<file path="src/rtl/int_arith_pkg.sv">
`default_nettype none
// ============================================================================
// Module      : int_arith_pkg
// Description : Shared constants and types for the Int_Add integer datapath.
//               Holds the word/half widths, the lookahead group size, and the
//               result-flag bundle. The subtractor fills in bout/ovf/zero; the
//               adder reuses the same bundle with bout read as its carry-out.
// Revision    : 1.0 - initial release
// ============================================================================
package int_arith_pkg;

  localparam int WORD_W  = 32;  // full operand width
  localparam int HALF_W  = 16;  // width handled by one pipeline stage
  localparam int GROUP_W = 4;   // lookahead group size inside a CLA half

  // Result flags. For the adder the first field carries cout.
  typedef struct packed {
    logic bout;
    logic ovf;
    logic zero;
  } arith_flags_t;

endpackage : int_arith_pkg
`default_nettype wire

</file>
<file path="src/rtl/cla_16_bit.sv">
`default_nettype none
// ============================================================================
// Module      : cla_16_bit
// Description : Purely combinational 16-bit carry-lookahead adder.
//               sum = a + b + cin, cout = carry out of bit 15.
//               Bits are grouped in fours. Each group forms a group
//               generate/propagate pair. Group carries come from those pairs,
//               and bit carries inside a group are expanded in lookahead
//               form from the group carry-in.
// Ports       : sum  [15:0] out  - sum bits
//               cout        out  - carry out of the MSB
//               a    [15:0] in   - addend
//               b    [15:0] in   - addend
//               cin         in   - carry in
// Revision    : 1.0 - initial release
// ============================================================================
module cla_16_bit
  import int_arith_pkg::*;
(
  output logic [HALF_W-1:0] sum,
  output logic              cout,
  input  logic [HALF_W-1:0] a,
  input  logic [HALF_W-1:0] b,
  input  logic              cin
);

  localparam int NUM_GROUPS = HALF_W / GROUP_W;

  logic [HALF_W-1:0]     g;   // bit generate
  logic [HALF_W-1:0]     p;   // bit propagate
  logic [HALF_W-1:0]     c;   // carry into each bit
  logic [NUM_GROUPS-1:0] gg;  // group generate
  logic [NUM_GROUPS-1:0] gp;  // group propagate
  logic [NUM_GROUPS:0]   gc;  // carry into each group (gc[NUM_GROUPS] = cout)

  for (genvar i = 0; i < HALF_W; i++) begin : g_bit
    assign g[i] = a[i] & b[i];
    assign p[i] = a[i] ^ b[i];
  end

  for (genvar k = 0; k < NUM_GROUPS; k++) begin : g_group
    localparam int LSB = k * GROUP_W;

    assign gg[k] = g[LSB+3]
                 | (p[LSB+3] & g[LSB+2])
                 | (p[LSB+3] & p[LSB+2] & g[LSB+1])
                 | (p[LSB+3] & p[LSB+2] & p[LSB+1] & g[LSB]);
    assign gp[k] = &p[LSB+3:LSB];

    // In-group carries, fully expanded from the group carry-in.
    assign c[LSB]   = gc[k];
    assign c[LSB+1] = g[LSB] | (p[LSB] & gc[k]);
    assign c[LSB+2] = g[LSB+1]
                    | (p[LSB+1] & g[LSB])
                    | (p[LSB+1] & p[LSB] & gc[k]);
    assign c[LSB+3] = g[LSB+2]
                    | (p[LSB+2] & g[LSB+1])
                    | (p[LSB+2] & p[LSB+1] & g[LSB])
                    | (p[LSB+2] & p[LSB+1] & p[LSB] & gc[k]);
  end

  // Group-level carries from the group generate/propagate pairs.
  always_comb begin
    gc    = '0;
    gc[0] = cin;
    for (int k = 0; k < NUM_GROUPS; k++) begin
      gc[k+1] = gg[k] | (gp[k] & gc[k]);
    end
  end

  assign sum  = p ^ c;
  assign cout = gc[NUM_GROUPS];

endmodule : cla_16_bit
`default_nettype wire

</file>
<file path="src/rtl/int_sub_32.sv">
`default_nettype none
// ============================================================================
// Module      : int_sub_32
// Description : Two-stage pipelined 32-bit subtractor, diff = a - b - bin.
//               The operation is computed as a + ~b + ~bin.
//               Stage 1 produces the low half with one 16-bit CLA and keeps
//               what the upper half needs.
//               Stage 2 produces the high half and the borrow, overflow and
//               zero flags.
//               valid/ready on both sides; up to two results in flight.
// Ports       : clk        in   - clock, rising edge
//               rst        in   - synchronous active-high reset
//               in_valid   in   - operands valid
//               in_ready   out  - stage 1 can accept
//               a   [31:0] in   - minuend
//               b   [31:0] in   - subtrahend
//               bin        in   - borrow in
//               out_valid  out  - result valid
//               out_ready  in   - consumer accepts result
//               diff[31:0] out  - a - b - bin mod 2^32
//               bout       out  - unsigned borrow out
//               ovf        out  - signed overflow
//               zero       out  - diff == 0
// Revision    : 1.0 - initial release
// ============================================================================
module int_sub_32
  import int_arith_pkg::*;
#(
  parameter int WIDTH = WORD_W
) (
  input  logic             clk,
  input  logic             rst,
  input  logic             in_valid,
  output logic             in_ready,
  input  logic [WIDTH-1:0] a,
  input  logic [WIDTH-1:0] b,
  input  logic             bin,
  output logic             out_valid,
  input  logic             out_ready,
  output logic [WIDTH-1:0] diff,
  output logic             bout,
  output logic             ovf,
  output logic             zero
);

  // --------------------------------------------------------------------------
  // Stage 1 state
  // --------------------------------------------------------------------------
  logic              s1_valid_q, s1_valid_d;
  logic [HALF_W-1:0] lo_diff_q,  lo_diff_d;
  logic              c16_q,      c16_d;
  logic [HALF_W-1:0] a_hi_q,     a_hi_d;
  logic [HALF_W-1:0] nb_hi_q,    nb_hi_d;   // already inverted subtrahend
  logic              a_msb_q,    a_msb_d;
  logic              b_msb_q,    b_msb_d;

  // --------------------------------------------------------------------------
  // Stage 2 (output) state
  // --------------------------------------------------------------------------
  logic              out_valid_q, out_valid_d;
  logic [WIDTH-1:0]  diff_q,      diff_d;
  arith_flags_t      flags_q,     flags_d;

  // --------------------------------------------------------------------------
  // Handshake
  // --------------------------------------------------------------------------
  logic s2_advance;
  logic in_fire;

  assign s2_advance = !out_valid_q || out_ready;
  assign in_ready   = !s1_valid_q || s2_advance;
  assign in_fire    = in_valid && in_ready;

  // --------------------------------------------------------------------------
  // Arithmetic: one CLA half per stage
  // --------------------------------------------------------------------------
  logic [WIDTH-1:0]  b_inv;
  logic [HALF_W-1:0] lo_sum;
  logic              lo_cout;
  logic [HALF_W-1:0] hi_sum;
  logic              hi_cout;

  assign b_inv = ~b;

  cla_16_bit u_cla_lo (
    .sum  (lo_sum),
    .cout (lo_cout),
    .a    (a[HALF_W-1:0]),
    .b    (b_inv[HALF_W-1:0]),
    .cin  (~bin)
  );

  cla_16_bit u_cla_hi (
    .sum  (hi_sum),
    .cout (hi_cout),
    .a    (a_hi_q),
    .b    (nb_hi_q),
    .cin  (c16_q)
  );

  // --------------------------------------------------------------------------
  // Stage 1 next state. Operand capture only on an actual transfer, so
  // idle values on a/b/bin never reach the pipeline.
  // --------------------------------------------------------------------------
  always_comb begin
    s1_valid_d = s1_valid_q;
    lo_diff_d  = lo_diff_q;
    c16_d      = c16_q;
    a_hi_d     = a_hi_q;
    nb_hi_d    = nb_hi_q;
    a_msb_d    = a_msb_q;
    b_msb_d    = b_msb_q;

    if (in_ready) begin
      s1_valid_d = in_valid;
    end

    if (in_fire) begin
      lo_diff_d = lo_sum;
      c16_d     = lo_cout;
      a_hi_d    = a[WIDTH-1:HALF_W];
      nb_hi_d   = b_inv[WIDTH-1:HALF_W];
      a_msb_d   = a[WIDTH-1];
      b_msb_d   = b[WIDTH-1];
    end
  end

  // --------------------------------------------------------------------------
  // Stage 2 next state. The result and flags hold whenever the output is
  // stalled or stage 1 is empty.
  // --------------------------------------------------------------------------
  logic [WIDTH-1:0] full_diff;

  assign full_diff = {hi_sum, lo_diff_q};

  always_comb begin
    out_valid_d = out_valid_q;
    diff_d      = diff_q;
    flags_d     = flags_q;

    if (s2_advance) begin
      out_valid_d = s1_valid_q;
      if (s1_valid_q) begin
        diff_d       = full_diff;
        // No carry out of a + ~b + ~bin means the subtraction borrowed.
        flags_d.bout = ~hi_cout;
        // Overflow is only possible when the operand signs differ, and
        // shows up as a result whose sign differs from the minuend.
        flags_d.ovf  = (a_msb_q != b_msb_q) && (hi_sum[HALF_W-1] != a_msb_q);
        flags_d.zero = (full_diff == '0);
      end
    end
  end

  // --------------------------------------------------------------------------
  // Registers
  // --------------------------------------------------------------------------
  always_ff @(posedge clk) begin
    if (rst) begin
      s1_valid_q  <= 1'b0;
      lo_diff_q   <= '0;
      c16_q       <= 1'b0;
      a_hi_q      <= '0;
      nb_hi_q     <= '0;
      a_msb_q     <= 1'b0;
      b_msb_q     <= 1'b0;
      out_valid_q <= 1'b0;
      diff_q      <= '0;
      flags_q     <= '0;
    end else begin
      s1_valid_q  <= s1_valid_d;
      lo_diff_q   <= lo_diff_d;
      c16_q       <= c16_d;
      a_hi_q      <= a_hi_d;
      nb_hi_q     <= nb_hi_d;
      a_msb_q     <= a_msb_d;
      b_msb_q     <= b_msb_d;
      out_valid_q <= out_valid_d;
      diff_q      <= diff_d;
      flags_q     <= flags_d;
    end
  end

  assign out_valid = out_valid_q;
  assign diff      = diff_q;
  assign bout      = flags_q.bout;
  assign ovf       = flags_q.ovf;
  assign zero      = flags_q.zero;

endmodule : int_sub_32
`default_nettype wire

</file>
<file path="config.mk">
export PLATFORM = sky130hd
export DESIGN_NAME = int_sub_32
export DESIGN_NICKNAME = d
export VERILOG_FILES = /design/src/rtl/int_arith_pkg.sv /design/src/rtl/cla_16_bit.sv /design/src/rtl/int_sub_32.sv
export SDC_FILE = /design/constraint.sdc
export NUM_CORES = 1
export LEC_CHECK = 0
export ABC_AREA = 1
export BUFFER_PORTS_ARGS = -buffer_cell sky130_fd_sc_hd__buf_2
export CAP_MARGIN = 20
export CORE_MARGIN = 1.5
export CORE_UTILIZATION = 41
export CTS_CLUSTER_DIAMETER = 40
export CTS_CLUSTER_SIZE = 10
export DETAILED_ROUTE_END_ITERATION = 12
export PLACE_DENSITY_LB_ADDON = 0.2
export SYNTH_ARGS = -nofsm -noshare
export SYNTH_HDL_FRONTEND = slang
export SYNTH_SLANG_ARGS = --single-unit
</file>
<file path="constraint.sdc">
create_clock -name clk -period 8.5 [get_ports clk]
set_clock_uncertainty 0.15 [all_clocks]
set_input_delay 0.425 -clock clk [delete_from_list [all_inputs] [get_ports clk]]
set_output_delay 0.425 -clock clk [all_outputs]
set_load 0.005 [all_outputs]
</file>
==> flow_summary.html <==
<table>
<tr><th>Metric</th><th>Value</th></tr>
<tr><th colspan="2">Outcome</th></tr>
<tr><td>Run status</td><td>complete, no violations</td></tr>
<tr><th colspan="2">STA</th></tr>
<tr><td>Post-route clock period utilization</td><td>0.352</td></tr>
<tr><td>Sum of negative setup slack</td><td>0 ns</td></tr>
<tr><td>Number of endpoints failing setup at the final stage</td><td>0</td></tr>
<tr><td>Max-Slew Margin vs Limit</td><td>0.597</td></tr>
<tr><td>Slew of the pin with the lowest slew margin</td><td>just over 0.6 ns</td></tr>
<tr><td>Slew Limit Fails</td><td>0</td></tr>
<tr><td>Period minus WS final</td><td>roughly 3 ns</td></tr>
<tr><td>Final WS setup</td><td>around 5.5 ns</td></tr>
<tr><td>Setup repair after global routing missed its margin</td><td>no</td></tr>
<tr><td>Hold violation count in the final report</td><td>0</td></tr>
<tr><td>Max Clk Rate</td><td>334 MHz</td></tr>
<tr><th colspan="2">Floorplan</th></tr>
<tr><td>Die Wd</td><td>between 100 and 150 um</td></tr>
<tr><td>Top Ports</td><td>about 110</td></tr>
<tr><td>Std cell rows</td><td>38</td></tr>
<tr><td>Core area</td><td>approximately 11,000 sq um</td></tr>
<tr><td>Die Ht</td><td>roughly 110 um</td></tr>
<tr><td>Floorplan die area</td><td>roughly 12,000 sq um</td></tr>
<tr><td>Starting Density</td><td>0.421</td></tr>
<tr><th colspan="2">Worst setup path</th></tr>
<tr><td>Type of the worst setup path</td><td>flip-flop to flip-flop</td></tr>
<tr><td>Worst endpoint data arrival time</td><td>about 3.1 ns</td></tr>
<tr><td>Setup crit end kind</td><td>flip-flop</td></tr>
<tr><td>Worst path slowest cell</td><td>sky130_fd_sc_hd__fa_1</td></tr>
<tr><td>Critical register-to-register path endpoint</td><td>zero</td></tr>
<tr><td>Startpoint kind of the worst setup timing path</td><td>flip-flop</td></tr>
<tr><td>Worst R2R Start</td><td>a_hi_q[9]</td></tr>
<tr><td>Reg2reg path depth</td><td>15</td></tr>
<tr><td>Cell-by-cell trace of the critical path</td><td>ha_1, a21oi_1, o21bai_1, a21oi_1, nand2_4, fa_1, nor2_1, nand2_1, nor2_1, nand3_1, nor2_1, nand3_1, nor2_1, nand4_2, a21oi_2</td></tr>
<tr><td>Crit path max fanout</td><td>4</td></tr>
<tr><td>Required time reported for the critical path endpoint</td><td>8.65 ns</td></tr>
<tr><td>Worst path most repeated cell</td><td>sky130_fd_sc_hd__nor2_1</td></tr>
<tr><td>Reg-to-reg slack, setup</td><td>approximately 5.5 ns</td></tr>
<tr><td>Crit path largest cell delay</td><td>roughly 0.44 ns</td></tr>
<tr><th colspan="2">Pwr</th></tr>
<tr><td>Worst VDD drop</td><td>between 70 and 80 uV</td></tr>
<tr><td>Static leakage</td><td>2.78 nW</td></tr>
<tr><td>Pwr Density</td><td>about 170 nW/um^2</td></tr>
<tr><th colspan="2">Global routing</th></tr>
<tr><td>Global-route wire length before repair</td><td>~18 mm</td></tr>
<tr><td>Antenna violations before repair</td><td>0</td></tr>
<tr><td>Number of global-route vias before repair</td><td>3,833</td></tr>
<tr><td>Largest net degree at the start of global routing</td><td>63</td></tr>
<tr><td>Overflow after GRT</td><td>0</td></tr>
<tr><td>Global router's overall resource usage</td><td>0.193</td></tr>
<tr><th colspan="2">Synth</th></tr>
<tr><td>Leading cell types by total area after synthesis</td><td>sky130_fd_sc_hd__dfxtp_1 38%, sky130_fd_sc_hd__ha_1 8.7%, sky130_fd_sc_hd__o21ai_0 7.5%, sky130_fd_sc_hd__a21oi_1 7.3%, sky130_fd_sc_hd__inv_1 7.0%</td></tr>
<tr><td>Mapped Area</td><td>4580 sq um</td></tr>
<tr><td>Warnings, synthesis</td><td>0</td></tr>
<tr><td>Synthesized flop and latch total</td><td>between 80 and 90</td></tr>
<tr><td>Number of nets produced by synthesis</td><td>about 700</td></tr>
<tr><td>Library cell with the largest summed area after synthesis</td><td>sky130_fd_sc_hd__dfxtp_1</td></tr>
<tr><td>Number of cells produced by synthesis</td><td>612</td></tr>
<tr><td>Post-synthesis sequential area ratio</td><td>0.380</td></tr>
<tr><td>Avg Synthesized Cell Area</td><td>about 7.5 sq um</td></tr>
<tr><td>Library cells used by synthesis</td><td>37</td></tr>
<tr><td>Top-area cell type share of the netlist area</td><td>0.380</td></tr>
<tr><th colspan="2">Placement</th></tr>
<tr><td>Worst setup slack after placement</td><td>between 5 and 6 ns</td></tr>
<tr><td>GP Congestion</td><td>~0.8</td></tr>
<tr><td>Port buffer count</td><td>roughly 110</td></tr>
<tr><td>DP Wirelength</td><td>a little under 8 mm</td></tr>
<tr><th colspan="2">CTS</th></tr>
<tr><td>Number of clock buffers inserted by TritonCTS</td><td>9</td></tr>
<tr><td>Hold buffer count at CTS</td><td>0</td></tr>
<tr><td>Number of H-tree levels</td><td>3</td></tr>
<tr><td>TritonCTS clock tree</td><td>yes</td></tr>
<tr><td>Clock latency at the later pin of the worst-skew pair</td><td>0.36 ns</td></tr>
<tr><td>TritonCTS Sinks</td><td>87</td></tr>
<tr><td>CTS root buf</td><td>sky130_fd_sc_hd__clkbuf_8</td></tr>
<tr><td>CTS-repair resized insts</td><td>0</td></tr>
<tr><td>Postcts setup bufs</td><td>0</td></tr>
<tr><td>Bufs on Longest Clock Path</td><td>2</td></tr>
<tr><td>CTS clk-pin slew, worst paths</td><td>0.08 ns</td></tr>
<tr><th colspan="2">Flow run</th></tr>
<tr><td>Number of max-cap violations</td><td>0</td></tr>
<tr><th colspan="2">Final layout</th></tr>
<tr><td>Number of inserted filler cells in the final layout</td><td>1,100</td></tr>
<tr><td>Total area of sequential cells</td><td>1740 sq um</td></tr>
<tr><td>Layout cell share with drive strength beyond 1</td><td>0.198</td></tr>
<tr><td>Area growth syn-to-layout</td><td>17.6%</td></tr>
<tr><td>Number of antenna cells inserted</td><td>0</td></tr>
<tr><td>Final nets</td><td>roughly 800</td></tr>
<tr><td>Area of the multi-input gates</td><td>about 2400 sq um</td></tr>
<tr><th colspan="2">Route</th></tr>
<tr><td>1st-iter DRT viols</td><td>between 150 and 200</td></tr>
<tr><td>Final routed wirelength across all metal layers</td><td>between 10 and 15 mm</td></tr>
<tr><td>Via count</td><td>4,135</td></tr>
<tr><td>DR WL/cell</td><td>about 13 um</td></tr>
<tr><td>DRC violations left</td><td>0</td></tr>
<tr><td>Number of detailed-route iterations in the first pass</td><td>4</td></tr>
<tr><td>Number of antenna-violating nets in the routed design</td><td>0</td></tr>
<tr><td>Avg Vias per Cell</td><td>4.86</td></tr>
<tr><th colspan="2">Min path</th></tr>
<tr><td>Cells on Worst Hold Path</td><td>2</td></tr>
<tr><td>Start point of the worst min-delay path</td><td>b[20]</td></tr>
<tr><td>Tightest Hold Check Type</td><td>primary input to flip-flop</td></tr>
<tr><td>Hold Path Sink</td><td>nb_hi_q[4]</td></tr>
</table>
## power breakdown
group          total [mW]  switching [mW]  internal [mW]
Clock               0.267           0.145          0.122
Combinational       0.203           0.119         0.0838
Sequential          0.459          0.0190          0.440
Total               0.928           0.283          0.645
## Yosys cell counts
cell / number
sky130_fd_sc_hd__a221oi_1: 2
sky130_fd_sc_hd__and3_1: 1
sky130_fd_sc_hd__dfxtp_1: 87
sky130_fd_sc_hd__nand3_2: 3
sky130_fd_sc_hd__o2111ai_1: 1
sky130_fd_sc_hd__ha_1: 32
sky130_fd_sc_hd__or2_2: 1
sky130_fd_sc_hd__xor2_1: 3
sky130_fd_sc_hd__nand4_2: 1
sky130_fd_sc_hd__nand3_1: 27
sky130_fd_sc_hd__o211ai_1: 8
sky130_fd_sc_hd__a31oi_1: 1
sky130_fd_sc_hd__a21oi_1: 67
sky130_fd_sc_hd__nand4_1: 3
sky130_fd_sc_hd__xnor2_1: 8
sky130_fd_sc_hd__a211oi_1: 1
sky130_fd_sc_hd__o21ai_1: 3
sky130_fd_sc_hd__o21ai_0: 69
sky130_fd_sc_hd__inv_2: 1
sky130_fd_sc_hd__nor2_2: 1
sky130_fd_sc_hd__nand2_4: 5
sky130_fd_sc_hd__inv_1: 85
sky130_fd_sc_hd__nor3_1: 4
sky130_fd_sc_hd__clkinv_1: 1
sky130_fd_sc_hd__a21o_1: 2
sky130_fd_sc_hd__nor2_1: 71
sky130_fd_sc_hd__a21boi_0: 1
sky130_fd_sc_hd__a2111oi_0: 1
sky130_fd_sc_hd__a21oi_2: 3
sky130_fd_sc_hd__and2_1: 1
sky130_fd_sc_hd__o21bai_1: 2
sky130_fd_sc_hd__nand2_1: 76
sky130_fd_sc_hd__nand3b_1: 3
sky130_fd_sc_hd__nand2_2: 3
sky130_fd_sc_hd__clkbuf_1: 24
sky130_fd_sc_hd__fa_1: 8
sky130_fd_sc_hd__buf_2: 2
## layout by cell type (no fill, tap or decap), drive strengths merged, types with 3 or more instances in the layout
master | netlist | routed
buf | 2 | 109
dfxtp | 87 | 87
inv | 86 | 86
nand2 | 84 | 84
nor2 | 72 | 72
o21ai | 72 | 72
a21oi | 70 | 70
ha | 32 | 32
nand3 | 30 | 30
clkbuf | 24 | 13
o211ai | 8 | 8
xnor2 | 8 | 8
fa | 8 | 8
nor3 | 4 | 4
nand4 | 4 | 4
nand3b | 3 | 3
xor2 | 3 | 3
clkinv | 1 | 3
## state kept, by name, indices dropped and copies added (netlist names)
register and cells:
diff 32, a_hi_q 16, lo_diff_q 16, nb_hi_q 16, b_msb_q 1, bout 1
c16_q 1, out_valid 1, ovf 1, s1_valid_q 1, zero 1
## cell families (layout without fill, tap and decap cells)
kind of cell	Yosys count	count (layout)	synth area share
compound gates	161	161	0.189
xor+xnor	11	11	0.0210
simple gates	200	200	0.194
flops	87	87	0.380
buf+inv	113	212	0.0931
fa+ha+maj	40	40	0.122
## critical path, delay by kind of cell, from the launching register on
kind,cells,cell delay [ns]
DFF,1,0.32
adders and majority gates,2,0.79
AOI/OAI and AO/OA,4,0.71
and+or+nand+nor,9,0.98
## metal layers
layer | GRT usage | vias to the layer above | share of wire
met1 | 0.261 | 1848 | 0.48
met5 | 0 | - | 0
met4 | 0.0648 | 0 | 0.012
li1 | - | 2184 | -
met2 | 0.313 | 93 | 0.46
met3 | 0.0311 | 10 | 0.045
## through the flow
stage                util  total power [mW]  area, sq um  instances  hold WS (ns)
global route        0.495             0.986         5390        851        0.0706
finish              0.495             0.928         5390        851        0.0762
CTS                 0.495             0.937         5390        851        0.0659
global placement    0.479             0.667         5220        835         0.313
floorplan               -             0.604         4580        612         0.294
detailed placement  0.479             0.672         5220        835         0.317
## worst max-delay path by stage
| stage | startpoint | end | slack (ns) | cells after the start |
|---|---|---|---|---|
| floorplan | a_hi_q[9] | zero | 5.81 | 17 |
| global placement | a_hi_q[3] | zero | 5.63 | 19 |
| detailed placement | a_hi_q[3] | zero | 5.53 | 19 |
| CTS | a_hi_q[9] | zero | 5.51 | 15 |
| global route | a_hi_q[3] | zero | 5.18 | 21 |
| finish | a_hi_q[9] | zero | 5.51 | 15 |
## area by class of cell
class	count	area share
multi-input combinational	412	0.448
tap	140	0.0325
inverter	87	0.0606
timing repair buffer	109	0.103
sequential	87	0.323
clock inverter	3	0.00325
clock buffer	13	0.0295
No activity file was read; power rests on OpenSTA's default activity.
